==> config.mk <==
export PLATFORM = sky130hd
export DESIGN_NAME = hub75_fetchshift
export DESIGN_NICKNAME = d
export VERILOG_FILES = /design/src/rtl/hub75_pkg.sv /design/src/rtl/counter.sv /design/src/rtl/hub75_bitslice.sv /design/src/rtl/hub75_fetchshift.sv
export SDC_FILE = /design/constraint.sdc
export NUM_CORES = 1
export LEC_CHECK = 0
export BUFFER_PORTS_ARGS = -buffer_cell sky130_fd_sc_hd__buf_4
export CORE_UTILIZATION = 45
export CTS_CLUSTER_DIAMETER = 50
export DETAILED_ROUTE_END_ITERATION = 12
export GPL_TIMING_DRIVEN = 0
export PLACE_DENSITY_LB_ADDON = 0.05
export SLEW_MARGIN = 30
export SYNTH_ARGS = -nofsm -noshare
export SYNTH_HDL_FRONTEND = slang
export SYNTH_HIERARCHICAL = 1
export SYNTH_SLANG_ARGS = --single-unit
==> constraint.sdc <==
create_clock -name sys_clk -period 1.9 [get_ports sys_clk]
set_input_delay 0.38 -clock sys_clk [delete_from_list [all_inputs] [get_ports sys_clk]]
set_output_delay 0.38 -clock sys_clk [all_outputs]
set_load 0.02 [all_outputs]
==> src/rtl/hub75_pkg.sv <==
// Shared definitions for the HUB75 panel driver: default geometry, the
// framebuffer channel layout, and the column engine state encoding.
package hub75_pkg;

    // Default panel geometry.
    localparam int DEF_COLS       = 64;
    localparam int DEF_COL_W      = 6;
    localparam int DEF_ROW_W      = 5;
    localparam int DEF_COLOR_BITS = 8;

    // A framebuffer word holds six colour channels, B0 in the LSBs.
    localparam int NUM_CH = 6;
    localparam int CH_B0  = 0 * DEF_COLOR_BITS;
    localparam int CH_G0  = 1 * DEF_COLOR_BITS;
    localparam int CH_R0  = 2 * DEF_COLOR_BITS;
    localparam int CH_B1  = 3 * DEF_COLOR_BITS;
    localparam int CH_G1  = 4 * DEF_COLOR_BITS;
    localparam int CH_R1  = 5 * DEF_COLOR_BITS;

    // Column shift sequence: five cycles per column plus one tail cycle.
    typedef enum logic [2:0] {
        ST_IDLE    = 3'd0,
        ST_READ    = 3'd1,
        ST_CAPTURE = 3'd2,
        ST_SETUP   = 3'd3,
        ST_CLK_HI1 = 3'd4,
        ST_CLK_HI2 = 3'd5,
        ST_TAIL    = 3'd6
    } state_t;

    // Bit offset of channel ch inside a framebuffer word of the given depth.
    function automatic int chan_offset(input int ch, input int color_bits);
        return ch * color_bits;
    endfunction

endpackage

==> src/rtl/counter.sv <==
// Generic up-counter with synchronous clear and count enable.
module counter #(
    parameter int WIDTH = 8
) (
    input  logic             clk,
    input  logic             rst,
    input  logic             en,
    output logic [WIDTH-1:0] out
);

    // Clear has priority over counting; wraps naturally at 2**WIDTH.
    always_ff @(posedge clk) begin
        if (rst) begin
            out <= '0;
        end else if (en) begin
            out <= out + 1'b1;
        end
    end

endmodule

==> src/rtl/hub75_bitslice.sv <==
// Picks one bit position out of each of the six colour channels of a
// framebuffer word. Result is ordered {r1,g1,b1,r0,g0,b0}.
module hub75_bitslice
    import hub75_pkg::*;
#(
    parameter int COLOR_BITS = DEF_COLOR_BITS,
    parameter int BIT_W      = $clog2(COLOR_BITS)
) (
    input  logic [NUM_CH*COLOR_BITS-1:0] fb_data,
    input  logic [BIT_W-1:0]             bit_idx,
    output logic [NUM_CH-1:0]            bits
);

    for (genvar gi = 0; gi < NUM_CH; gi++) begin : g_chan
        logic [COLOR_BITS-1:0] chan;
        assign chan     = fb_data[chan_offset(gi, COLOR_BITS) +: COLOR_BITS];
        assign bits[gi] = chan[bit_idx];
    end

endmodule

==> src/rtl/hub75_fetchshift.sv <==
// HUB75 column data engine: on start, reads one framebuffer word per column
// of the captured row pair, slices out the captured bit-plane and shifts it
// onto the six colour pins with a two-cycle-high pixel clock per column.
module hub75_fetchshift
    import hub75_pkg::*;
#(
    parameter int COLS       = DEF_COLS,
    parameter int COL_W      = DEF_COL_W,
    parameter int ROW_W      = DEF_ROW_W,
    parameter int COLOR_BITS = DEF_COLOR_BITS
) (
    input  logic                        sys_clk,
    input  logic                        rst,
    input  logic                        start,
    input  logic [2:0]                  bit_sel,
    input  logic [5:0]                  row_sel,
    output logic                        busy,
    output logic [ROW_W+COL_W-1:0]      fb_addr,
    output logic                        fb_rd,
    input  logic [NUM_CH*COLOR_BITS-1:0] fb_data,
    output logic                        r0,
    output logic                        g0,
    output logic                        b0,
    output logic                        r1,
    output logic                        g1,
    output logic                        b1,
    output logic                        pix_clk
);

    localparam int BIT_W = $clog2(COLOR_BITS);
    localparam logic [COL_W-1:0] LAST_COL = COL_W'(COLS - 1);

    state_t                state_reg;
    logic [ROW_W-1:0]      row_q_reg;
    logic [BIT_W-1:0]      bit_q_reg;
    logic [NUM_CH-1:0]     pins_reg;
    logic                  busy_reg;
    logic                  fb_rd_reg;
    logic                  pix_clk_reg;
    logic [NUM_CH-1:0]     slice_bits;
    logic [COL_W-1:0]      col;
    logic                  col_en;
    logic                  col_clr;

    // Row bits above the panel height are deliberately ignored.
    if (ROW_W < 6) begin : g_row_hi
        logic unused_row_hi;
        assign unused_row_hi = ^row_sel[5:ROW_W];
    end

    // Column advances after the second high cycle except on the last column;
    // the tail cycle returns it to zero so the next row starts at column 0.
    assign col_en  = (state_reg == ST_CLK_HI2) && (col != LAST_COL);
    assign col_clr = rst || (state_reg == ST_TAIL);

    counter #(
        .WIDTH (COL_W)
    ) u_col_cnt (
        .clk (sys_clk),
        .rst (col_clr),
        .en  (col_en),
        .out (col)
    );

    hub75_bitslice #(
        .COLOR_BITS (COLOR_BITS),
        .BIT_W      (BIT_W)
    ) u_slice (
        .fb_data (fb_data),
        .bit_idx (bit_q_reg),
        .bits    (slice_bits)
    );

    // Sequencer: every output is registered and set on the edge entering the
    // state it belongs to. Pins load when leaving CAPTURE because the RAM word
    // is only valid during CAPTURE.
    always_ff @(posedge sys_clk) begin
        if (rst) begin
            state_reg   <= ST_IDLE;
            row_q_reg   <= '0;
            bit_q_reg   <= '0;
            pins_reg    <= '0;
            busy_reg    <= 1'b0;
            fb_rd_reg   <= 1'b0;
            pix_clk_reg <= 1'b0;
        end else begin
            case (state_reg)
                ST_IDLE: begin
                    if (start) begin
                        row_q_reg <= row_sel[ROW_W-1:0];
                        bit_q_reg <= bit_sel[BIT_W-1:0];
                        busy_reg  <= 1'b1;
                        fb_rd_reg <= 1'b1;
                        state_reg <= ST_READ;
                    end
                end
                ST_READ: begin
                    fb_rd_reg <= 1'b0;
                    state_reg <= ST_CAPTURE;
                end
                ST_CAPTURE: begin
                    pins_reg  <= slice_bits;
                    state_reg <= ST_SETUP;
                end
                ST_SETUP: begin
                    pix_clk_reg <= 1'b1;
                    state_reg   <= ST_CLK_HI1;
                end
                ST_CLK_HI1: begin
                    state_reg <= ST_CLK_HI2;
                end
                ST_CLK_HI2: begin
                    pix_clk_reg <= 1'b0;
                    if (col == LAST_COL) begin
                        state_reg <= ST_TAIL;
                    end else begin
                        fb_rd_reg <= 1'b1;
                        state_reg <= ST_READ;
                    end
                end
                ST_TAIL: begin
                    busy_reg  <= 1'b0;
                    state_reg <= ST_IDLE;
                end
                default: begin
                    busy_reg    <= 1'b0;
                    fb_rd_reg   <= 1'b0;
                    pix_clk_reg <= 1'b0;
                    state_reg   <= ST_IDLE;
                end
            endcase
        end
    end

    assign busy    = busy_reg;
    assign fb_rd   = fb_rd_reg;
    assign fb_addr = {row_q_reg, col};
    assign pix_clk = pix_clk_reg;
    assign {r1, g1, b1, r0, g0, b0} = pins_reg;

endmodule
==> run metrics, run 1 <==
endpoints failing setup 0; crit-path cells buf_2, nand3b_1, nor2_4, nand4_2, or3_1, a21oi_1; Final Skew 0.00483 ns; Logic pwr share 0.314; synth unique cells 38; Yosys reg bits 26; top cells by area, synth dfxtp_1 34%, mux4_1 21%, nand2_1 5.2%; Skew-Pair Late Insertion Delay 0.33 ns; Yosys Warn Count 6; core area 3130 um2; clock share of power 0.266; most common cell in the synthesized netlist dfxtp_1; Die H 60.2 um; clk buf depth 2; wire length on met3 275 um; average wire per cell in the routed design 15.0 um; DR pass1 iterations 4; Storage cell area 522 um2; top routing layer used met4; Fin. Hold Viols 0; status complete, no violations; first-pass GRT wire length 5.71 mm; post-synthesis sequential area ratio 0.341; relative slew slack 0.673; critical path launch point type register; CTS Buf Count 3; cells after synthesis 144; CTS tree yes; Pleak 0.980 nW; Final Instance Area 2230 um2; layout cells sized above 1 0.451; Syn Nets 206; post-synthesis mux area share 0.297; Remaining DRCs 0; Total GRT Usage 0.211; largest net degree at the start of global routing 16; WL met1 1.54 mm; Async SR Flop Fraction 0; starting density of the core 0.488; Worst EP arrival 2.07 ns; CP max stage cell dfxtp_1; slew at the pin with the worst max-slew slack 0.489 ns; H-Tree Level Count 1; register share of total power 0.420; I/O pin count 80; top_reg_cell synth dfxtp_1; initial antenna violation count 0; fin crit period 1.81 ns; WP buf/inv 1; CTS Hold Bufs 0; initial drt markers 40; EDFF count, synth 0; RSZ-0062 raised after global routing no; Internal 0.00106 W; # rows 20; total grt overflow 0; pwr dens 660 nW/um2; Hold WS 0.272 ns; Slew Limit Fails 0; Reg clk slew, reported paths 0.15 ns; Crit Path Max Fanout 10; R2R setup slack 0.09 ns; Post-Place Cell Area 2160 um2; Final Net Count 289; Critical Path RT 2.17 ns; RePlAce Congestion 0.778; post-synth top area cell dfxtp_1; Cell Area, Synth 1530 um2; crit path kind reg2reg; setup TNS 0 ns; Compound-Gate Fraction of Synth Area 0.0852; min-delay worst type in2reg; port bufs 77; post-synthesis adder-cell area fraction 0.0164; Final HPWL DP 3.20 mm; post-synthesis xor/xnor area fraction 0.0287; slowest stage delay, CP 0.41 ns; Area growth syn-to-layout 46.4%; ant diodes 0; Root Driver clkbuf_4; final period utilization 0.950; largest family of logic cells by synthesized area multiplexers; Die W 60.2 um; P_sw 0.000410 W; max_cap viols 0; Via-to-Cell Ratio 5.29; CP delay by family, top simple AND/OR/NAND/NOR gates; Post-Synth Simple-Gate Area 0.194; met2 WL 2.19 mm; fill count 247; area used by multi-input combinational logic 956 um2; syn_area_per_cell 10.6 um2; via count 1427; Commonest cells post-synth 26 x dfxtp_1, 21 x nand2_1, 18 x nor2_1; Net Sw Frac 0.278; clock sinks 26; Final WS setup 0.0944 ns; vias in the first global route 1315; pre-CTS setup slack -0.0583 ns; Pwr Total 0.00147 W; Yosys top cell area share 0.341; DRT antenna net count 0; Worst VDD drop 0.000449 V; WL final 4.06 mm; Critical Path End Type register; Die ar. 3630 um2; fmax 554 MHz
-- area by class of cell --
class | count | area share
multi-input cells | 108 | 0.428
repair buffers | 78 | 0.262
flip-flops and latches | 26 | 0.233
plain buffers | 10 | 0.0286
well taps | 44 | 0.0246
clock inverters | 1 | 0.0134
clock buffers | 3 | 0.0101
-- path summary, 6_finish.rpt --
path	start	end	cells after the start
setup reg to reg	state_reg[1]	u_col_cnt/out[5]	6
hold reg to reg	row_q_reg[2]	row_q_reg[2]	2
hold / removal	row_sel[2]	row_q_reg[2]	3
setup / recovery	state_reg[1]	u_col_cnt/out[5]	6
-- repair_timing --
item,4_1_cts,5_1_grt
setup buffers,0,1
pin swaps,0,1
endpoints found under the setup margin,1,5
resized for setup,1,6
-- cell families after synthesis --
family          Yosys count
flops                    26
compound gates           21
fa+ha+maj                 2
mux                      25
simple gates             55
buf+inv                  10
xor+xnor                  5
-- placed cells by master (no fill, tap or decap), types with 2 or more instances in the layout --
cell      count
buf_1         2
buf_4        78
nand4_1       2
clkbuf_4      5
mux2i_1       7
mux4_1       12
xnor2_1       2
nand2_1      21
dfxtp_1      25
xor2_1        3
ha_1          2
a21oi_1      11
o21ai_0       2
buf_2         2
mux2_2        6
nor2_1       17
buf_6         2
-- per-layer routing --
metal	GRT usage	vias to the layer above
li1	-	701
met1	0.226	677
met2	0.418	45
met3	0.0303	4
met4	0.0565	0
met5	0	-
-- metrics by stage --
step,cells,util
global route,270,0.714
finish,270,0.714
floorplan,144,-
CTS,269,0.708
detailed placement,265,0.690
global placement,265,0.690
-- worst reg2reg max path: cells and delay by family (launching register included) --
| family | cells | cell delay (ns) |
|---|---|---|
| flip-flops | 1 | 0.41 |
| buffers and inverters | 1 | 0.21 |
| AO/OA/AOI/OAI | 1 | 0.18 |
| AND/OR/NAND/NOR | 4 | 0.96 |
-- power by group through the flow --
stage	Combinational [W]	Sequential, W	Clock, W
6_report	0.000463	0.000620	0.000392
5_1_grt	0.000493	0.000625	0.000407
4_1_cts	0.000462	0.000619	0.000394
3_5_place_dp	0.000459	0.000631	0
3_3_place_gp	0.000443	0.000628	0
2_1_floorplan	0.000243	0.000662	0
Power figures use the tool's default switching activity.
==> inputs of run 2 (changes only) <==
--- a/config.mk
+++ b/config.mk
@@ -11,6 +11,7 @@
 export DETAILED_ROUTE_END_ITERATION = 12
 export GPL_TIMING_DRIVEN = 0
 export PLACE_DENSITY_LB_ADDON = 0.05
+export SETUP_SLACK_MARGIN = 0.1
 export SLEW_MARGIN = 30
 export SYNTH_ARGS = -nofsm -noshare
 export SYNTH_HDL_FRONTEND = slang
==> run metrics, run 2 (same netlist as run 1, synthesis figures left out) <==
Placed Instances 265; R2R cell count 5; Root Driver clkbuf_4; Final Instance Area 2250 um2; ant diodes 0; port bufs 77; Slew Limit Fails 0; initial drt markers 38; commonest non-fill, non-tap cell in the layout buf_4; Die ar. 3630 um2; Reg-to-Reg End pins_reg[2]; Final HPWL DP 3.20 mm; final cell utilization of the core 0.718; Post-Place Cell Area 2160 um2; Via-to-Cell Ratio 5.25; CP delay by family, top multiplexers; Fin. Hold Viols 0; Worst VDD drop 0.000449 V; first-pass GRT wire length 5.70 mm; final period utilization 0.911; vias in the first global route 1307; # rows 20; initial antenna violation count 0; CTS tree yes; crit-path cells buf_8, mux4_1, mux2_2, mux2i_1, nor2_1; Reg clk slew, reported paths 0.16 ns; Worst setup startpoint bit_q_reg[0]; Final WS setup 0.170 ns; Remaining DRCs 0; Die H 60.2 um; slew at the pin with the worst max-slew slack 0.512 ns; total grt overflow 0; min-delay worst type in2reg; I/O pin count 80; WL final 4.04 mm; via count 1417; slowest stage delay, CP 0.57 ns; DRT antenna net count 0; DR pass1 iterations 4; crit path kind reg2reg; CP max stage cell mux4_1; relative slew slack 0.658; fin crit period 1.73 ns; endpoints failing setup 0; Die W 60.2 um; pwr dens 656 nW/um2; Total GRT Usage 0.211; Crit. path cell count 5; largest net degree at the start of global routing 16; H-Tree Level Count 1; Skew-Pair Late Insertion Delay 0.33 ns; Final Skew 0.0110 ns; max_cap viols 0; Finished Layout Cells 270; Worst EP arrival 1.94 ns; clk buf depth 2; commonest cells after routing, fill and taps aside 79 x buf_4, 23 x dfxtp_1, 21 x nand2_1; clock sinks 26; average wire per cell in the routed design 15.0 um; Pleak 0.983 nW; core area 3130 um2; worst hold start row_sel[2]; Area growth syn-to-layout 47.2%; R2R setup slack 0.17 ns; Crit Path Max Fanout 10; critical path launch point type register; setup TNS 0 ns; pre-CTS setup slack -0.0583 ns; CTS Buf Count 3; CP endpoint pins_reg[2]; fill count 244; RePlAce Congestion 0.778; WP buf/inv 1; starting density of the core 0.488; Critical Path End Type register; Final Net Count 289; status complete, no violations; layout cells sized above 1 0.465; Critical Path RT 2.11 ns; fmax 578 MHz; R2R Path Start bit_q_reg[0]; RSZ-0062 raised after global routing no
run 2: cell count changes in the layout (fill, tap and decap cells not counted), sizes merged:
cell / delta
buf: +1
clkbuf: -1
run 2: what timing repair did:
item	4_1_cts	5_1_grt
endpoints found under the setup margin	7	5
resized for setup	4	6
hold buffers	0	0
pin swaps	0	1
setup buffers	0	2
run 2: tightest hold or removal path: stages:
cell and delay, ns:
buf_4 0.11, nand2_1 0.04, a21oi_1 0.05
run 2: how the worst min path moves through the flow:
stage	end	cells after the start	slack, ns
2_1_floorplan	bit_q_reg[1]	2	0.44
4_1_cts	row_q_reg[2]	3	0.27
6_report	row_q_reg[2]	3	0.27
3_5_place_dp	row_q_reg[2]	2	0.45
5_1_grt	row_q_reg[0]	3	0.27
3_3_place_gp	row_q_reg[1]	2	0.44
run 2: final cells by class:
class	count	area, um2	area share
buffer	9	60.1	0.0267
clock buffer	3	22.5	0.0100
clock inverter	1	30.0	0.0134
multi-input combinational	108	960	0.427
sequential	26	527	0.234
tap	44	55.1	0.0245
timing repair buffer	79	593	0.264
run 2: power breakdown:
part	internal, W	total (W)	switching, W
Sequential	0.000588	0.000619	0.0000301
Clock	0.000213	0.000391	0.000177
Combinational	0.000265	0.000465	0.000200
run 2: layer usage:
metal  global-route usage  vias to the layer above  wire, um
met2                0.416                       47      2170
met4               0.0565                        0        47
met1                0.227                      663      1550
met3               0.0303                        4       276
met5                    0                        -         0
li1                     -                      703         -
run 2: metrics by stage:
step / hold slack [ns] / total power, W
2_1_floorplan: 0.435 / 0.000905
5_1_grt: 0.266 / 0.00153
3_3_place_gp: 0.442 / 0.00107
4_1_cts: 0.269 / 0.00148
3_5_place_dp: 0.450 / 0.00109
6_report: 0.269 / 0.00147
